===== config.mk =====
export PLATFORM = sky130hd
export DESIGN_NAME = ervp_cache_uca_bridge
export DESIGN_NICKNAME = d
export VERILOG_FILES = /design/src/rtl/ervp_cache_uca_bridge.sv
export SDC_FILE = /design/constraint.sdc
export NUM_CORES = 1
export LEC_CHECK = 0
export CELL_PAD_IN_SITES_DETAIL_PLACEMENT = 0
export CELL_PAD_IN_SITES_GLOBAL_PLACEMENT = 1
export CORE_UTILIZATION = 19
export CTS_CLUSTER_DIAMETER = 100
export DETAILED_ROUTE_END_ITERATION = 8
export PLACE_DENSITY_LB_ADDON = 0.1
export SLEW_MARGIN = 20
export SYNTH_ARGS = -nofsm -noshare
export SYNTH_HDL_FRONTEND = slang
export SYNTH_SLANG_ARGS = --single-unit

===== constraint.sdc =====
create_clock -name clk -period 2.1 [get_ports clk]
set_input_delay 0.525 -clock clk [delete_from_list [all_inputs] [get_ports clk]]
set_output_delay 0.525 -clock clk [all_outputs]
set_load 0.05 [all_outputs]

===== src/rtl/ervp_cache_uca_bridge.sv =====
// Request/reply bridge between a cache and a UCA-style port: tracks in-flight request types
// and turns read replies into registered upstream replies. Optional check macro: ERVP_CACHE_UCA_BRIDGE_RESP_CHECK_EN.
module ervp_cache_uca_bridge #(
    parameter int BW_ADDR         = 32,
    parameter int BW_ACCESS       = 32,
    parameter int MAX_OUTSTANDING = 4
) (
    input  logic                   clk,
    input  logic                   rstnn,
    input  logic                   clear,
    input  logic                   enable,
    output logic                   busy,
    output logic                   rcqready,
    input  logic                   rcqvalid,
    input  logic [BW_ADDR-1:0]     rcqaddr,
    input  logic                   rcqwrite,
    input  logic [BW_ACCESS/8-1:0] rcqwstrb,
    input  logic [BW_ACCESS-1:0]   rcqwdata,
    output logic                   rcyvalid,
    output logic [BW_ACCESS-1:0]   rcyrdata,
    input  logic                   sxqready,
    output logic                   sxqvalid,
    output logic [BW_ADDR-1:0]     sxqaddr,
    output logic                   sxqwrite,
    output logic [BW_ACCESS/8-1:0] sxqwstrb,
    output logic [BW_ACCESS-1:0]   sxqwdata,
    input  logic                   sxyvalid,
    input  logic                   sxywreply,
    input  logic [1:0]             sxyresp,
    input  logic [BW_ACCESS-1:0]   sxyrdata,
    output logic                   error
);

    localparam int CW = $clog2(MAX_OUTSTANDING) + 1;
    localparam int PW = (MAX_OUTSTANDING > 1) ? $clog2(MAX_OUTSTANDING) : 1;
    localparam logic [CW-1:0] MAX_CNT  = CW'(MAX_OUTSTANDING);
    localparam logic [PW-1:0] PTR_LAST = PW'(MAX_OUTSTANDING - 1);

    logic [CW-1:0]              count_q, count_d;
    logic [PW-1:0]              wptr_q, wptr_d;
    logic [PW-1:0]              rptr_q, rptr_d;
    logic [MAX_OUTSTANDING-1:0] fifo_q, fifo_d;
    logic                       rcyvalid_q, rcyvalid_d;
    logic [BW_ACCESS-1:0]       rcyrdata_q, rcyrdata_d;

    logic full;
    logic accept;
    logic push;
    logic pop;
    logic head;

    assign full   = (count_q == MAX_CNT);
    assign accept = enable & ~full & ~clear;

    assign sxqvalid = rcqvalid & accept;
    assign rcqready = sxqready & accept;
    assign sxqaddr  = rcqaddr;
    assign sxqwrite = rcqwrite;
    assign sxqwstrb = rcqwstrb;
    assign sxqwdata = rcqwdata;

    // Replies with nothing outstanding never pop, so the count cannot underflow.
    assign push = sxqvalid & sxqready;
    assign pop  = sxyvalid & (count_q != '0);
    assign head = fifo_q[rptr_q];

    always_comb begin
        count_d    = count_q;
        wptr_d     = wptr_q;
        rptr_d     = rptr_q;
        fifo_d     = fifo_q;
        rcyvalid_d = 1'b0;
        rcyrdata_d = rcyrdata_q;

        if (push) begin
            fifo_d[wptr_q] = rcqwrite;
            wptr_d         = (wptr_q == PTR_LAST) ? '0 : wptr_q + 1'b1;
        end
        if (pop) begin
            rptr_d = (rptr_q == PTR_LAST) ? '0 : rptr_q + 1'b1;
        end

        case ({push, pop})
            2'b10:   count_d = count_q + 1'b1;
            2'b01:   count_d = count_q - 1'b1;
            default: count_d = count_q;
        endcase

        // Write replies are absorbed here; only read replies go upstream.
        if (pop && !head) begin
            rcyvalid_d = 1'b1;
            rcyrdata_d = sxyrdata;
        end

        if (clear) begin
            count_d    = '0;
            wptr_d     = '0;
            rptr_d     = '0;
            rcyvalid_d = 1'b0;
            rcyrdata_d = '0;
        end
    end

    always_ff @(posedge clk) begin
        if (!rstnn) begin
            count_q    <= '0;
            wptr_q     <= '0;
            rptr_q     <= '0;
            rcyvalid_q <= 1'b0;
            rcyrdata_q <= '0;
        end else begin
            count_q    <= count_d;
            wptr_q     <= wptr_d;
            rptr_q     <= rptr_d;
            rcyvalid_q <= rcyvalid_d;
            rcyrdata_q <= rcyrdata_d;
        end
    end

    // Type storage needs no reset: entries are only read behind a valid count.
    always_ff @(posedge clk) begin
        fifo_q <= fifo_d;
    end

    assign rcyvalid = rcyvalid_q;
    assign rcyrdata = rcyrdata_q;
    assign busy     = (count_q != '0) | rcyvalid_q;

`ifdef ERVP_CACHE_UCA_BRIDGE_RESP_CHECK_EN
    logic error_q, error_d;

    // Sticky: clear flushes the queue but leaves the flag until reset.
    always_comb begin
        error_d = error_q
                | (pop & ((sxyresp != 2'b00) | (sxywreply != head)))
                | (sxyvalid & (count_q == '0));
    end

    always_ff @(posedge clk) begin
        if (!rstnn) begin
            error_q <= 1'b0;
        end else begin
            error_q <= error_d;
        end
    end

    assign error = error_q;
`else
    logic unused_reply_info;
    assign unused_reply_info = ^{sxyresp, sxywreply};
    assign error = 1'b0;
`endif

endmodule


==> metrics.yaml <==
pwr:
  ir_worst_vdd_uv: 264
  power.leakage_nw: 1.08
  p_per_area_nw_per_um2: 561
  fin_total_pwr_mw: 1.79
final_layout:
  diodes: 0
  fin_nets: 405
  area_growth_pct: 25.6
  layout_common_cells: "62 x clkdlybuf4s50_1, 38 x dfxtp_1, 35 x a21oi_1, 32 x or3b_1, 17 x o21ai_1"
  stdcell_area_sq_um: 3180
  drive_gt1_share_pct: 16.0
  layout_commonest_cell: "clkdlybuf4s50_1"
detailed_routing:
  routed_via_density: 3.98
  drtIter0Drc: 31
  routed_wl_microns: 5970
  wl_per_cell_microns: 13.0
  dr_total_vias: 1825
  first_pass_iters: 4
  remaining_drc_errors: 0
  ant_nets: 0
die:
  die_h_microns: 118
  dieArea_sq_um: 13800
  dieWidth_microns: 118
  initial_utilization_pct: 19.8
  coreArea_sq_um: 12800
  num_rows: 41
  ioPinCount: 217
timing:
  max_freq_ghz: 0.500
  period_needed_ns: 2.00
  final.setup.worst_slack_ns: 0.0993
  finalCritPeriodShare_pct: 95.3
  whs_ns: 0.474
  finalHoldViolations: 0
  finalSetupViolCount: 0
  drv_slew: 0
  fin_worst_skew_ns: 0.00677
  slew_headroom_pct: 56.0
  rsz0062_at_grt: "false"
  tightest_slew_ns: 0.660
grt:
  grt_pass1_wl_microns: 9630
  grt_pass1_vias: 1804
  antenna_found_initial: 0
  grt_usage_pct: 8.81
  grt_overflow: 0
  grt_max_degree: 69
critical_path:
  timing.critical_path.mode_cell: "buf_4"
  cpPeakStageDelay_ns: 0.51
  setup.worst_path.end_class: "primary output"
  critPathKind: "reg2out"
  startpoint_type: "flip-flop"
  cp_max_fo: 4
  required_ns: 1.57
  cp.arrival_ns: 1.48
  cp_cell_sequence: "buf_4 > or4_1 > buf_4"
  cp_slowest_cell: "or4_1"
synthesis:
  synthesis.area_sq_um: 2530
  synth_top_area_share_pct: 31.6
  yosysWarnings: 0
  synth-main-ff-cell: "dfxtp_1"
  synth_edf_count: 4
  ys_top_cells_by_area: "dfxtp_1 32%, buf_4 21%, or3b_1 11%"
  ys_async_sr_fraction_pct: 0
  synthDistinctLibCells: 29
  syn-instance-count: 281
  synth_top_cell_by_area: "dfxtp_1"
  mappedNetlistNets: 399
  ys_ff_latch: 44
  seq_area_frac_synth_pct: 36.3
  avgSynthCellArea_sq_um: 9.02
clock_network:
  path_clk_slew_ns: 0.07
  cts-root-buf: "clkbuf_16"
  cts_tree: "done"
  cts.sinks: 44
  cts_setup_buffers: 0
  htreeDepth: 2
  clockBufferDepth: 2
  postCtsHoldBufs: 0
  cts_buffers: 5
  clk_latency_ns: 0.28
placed_design:
  placed_area_sq_um: 3030
  portBuffers: 76
  dp_slack_ns: -0.401
  routabilityCongestion: 0.666
  dp_hpwl_microns: 3800
run:
  timing.max_cap.violations: 0
worst_hold_path:
  min_path_type: "reg2reg"
run_status:
  status: "completed"
==> cells by family after synthesis <==
logic type | synth area share [%]
mux | 2.12
simple gates | 15.8
fa+ha+maj | 3.75
flops | 36.3
xor+xnor | 0.691
buf+inv | 26.0
other cells | 0.148
compound gates | 15.2
==> registers in the layout, summed over array words and instances, names as in the netlist <==
signal / cells
rcyrdata: 32
rcyvalid: 1
wptr_q: 2
count_q: 3
rptr_q: 2
fifo_q: 4
==> path summary, 6_finish.rpt <==
path	end	startpoint	slack, ns	depth (start not counted)
max	busy	count_q[1]	0.1	3
min	rcyrdata[31]	rcyrdata[31]	0.47	2
max reg2reg	count_q[2]	count_q[0]	0.17	9
min reg2reg	rcyrdata[31]	rcyrdata[31]	0.47	2
==> worst max-delay path: cells and delay by family, from the launching register on <==
kind	cells	cell delay, ns
buf+inv	2	0.35
flops	1	0.34
simple gates	1	0.51
==> layout make-up <==
type | instances | area, sq um
flip-flops and latches | 44 | 923
multi-input cells | 140 | 996
well taps | 172 | 215
clock inverters | 2 | 12.5
fillers | 1411 | 9640
inverters | 9 | 33.8
clock buffers | 5 | 125
repair buffers | 87 | 877
==> through the flow <==
stage	utilization [%]	std cells	setup TNS, ns
floorplan	-	281	0
global placement	23.6	452	-1.28
detailed placement	23.6	452	-1.28
CTS	24.8	459	0
global route	24.8	459	0
finish	24.8	459	0
==> what timing repair did <==
action / CTS / global route
setup endpoints to repair: 4 / 2
resized for setup: 8 / 11
hold endpoints to repair: 0 / 0
pin swaps: 4 / 6
==> cell usage after synthesis, types with 6 or more instances <==
master	instances
buf_4	70
dfxtp_1	40
a21oi_1	36
or3b_1	32
o21ai_1	17
o21ai_0	16
clkbuf_1	12
inv_1	9
and2_1	6
ha_1	6
nor2_1	6
==> power breakdown <==
group	internal [mW]	switching (mW)	leakage (nW)	total, mW
logic	0.0992	0.0695	0.652	0.169
registers	0.848	0.00137	0.359	0.850
clock network	0.433	0.336	0.0657	0.768
==> routing by layer <==
metal / vias up / wire [microns] / global-route usage, %
met4: 0 / 69 / 3.04
met3: 15 / 433 / 3.34
met5: - / 0 / 0
li1: 897 / - / -
met1: 843 / 2900 / 11.6
met2: 70 / 2570 / 13.1
Note: power is estimated with default switching activity, not from simulation.
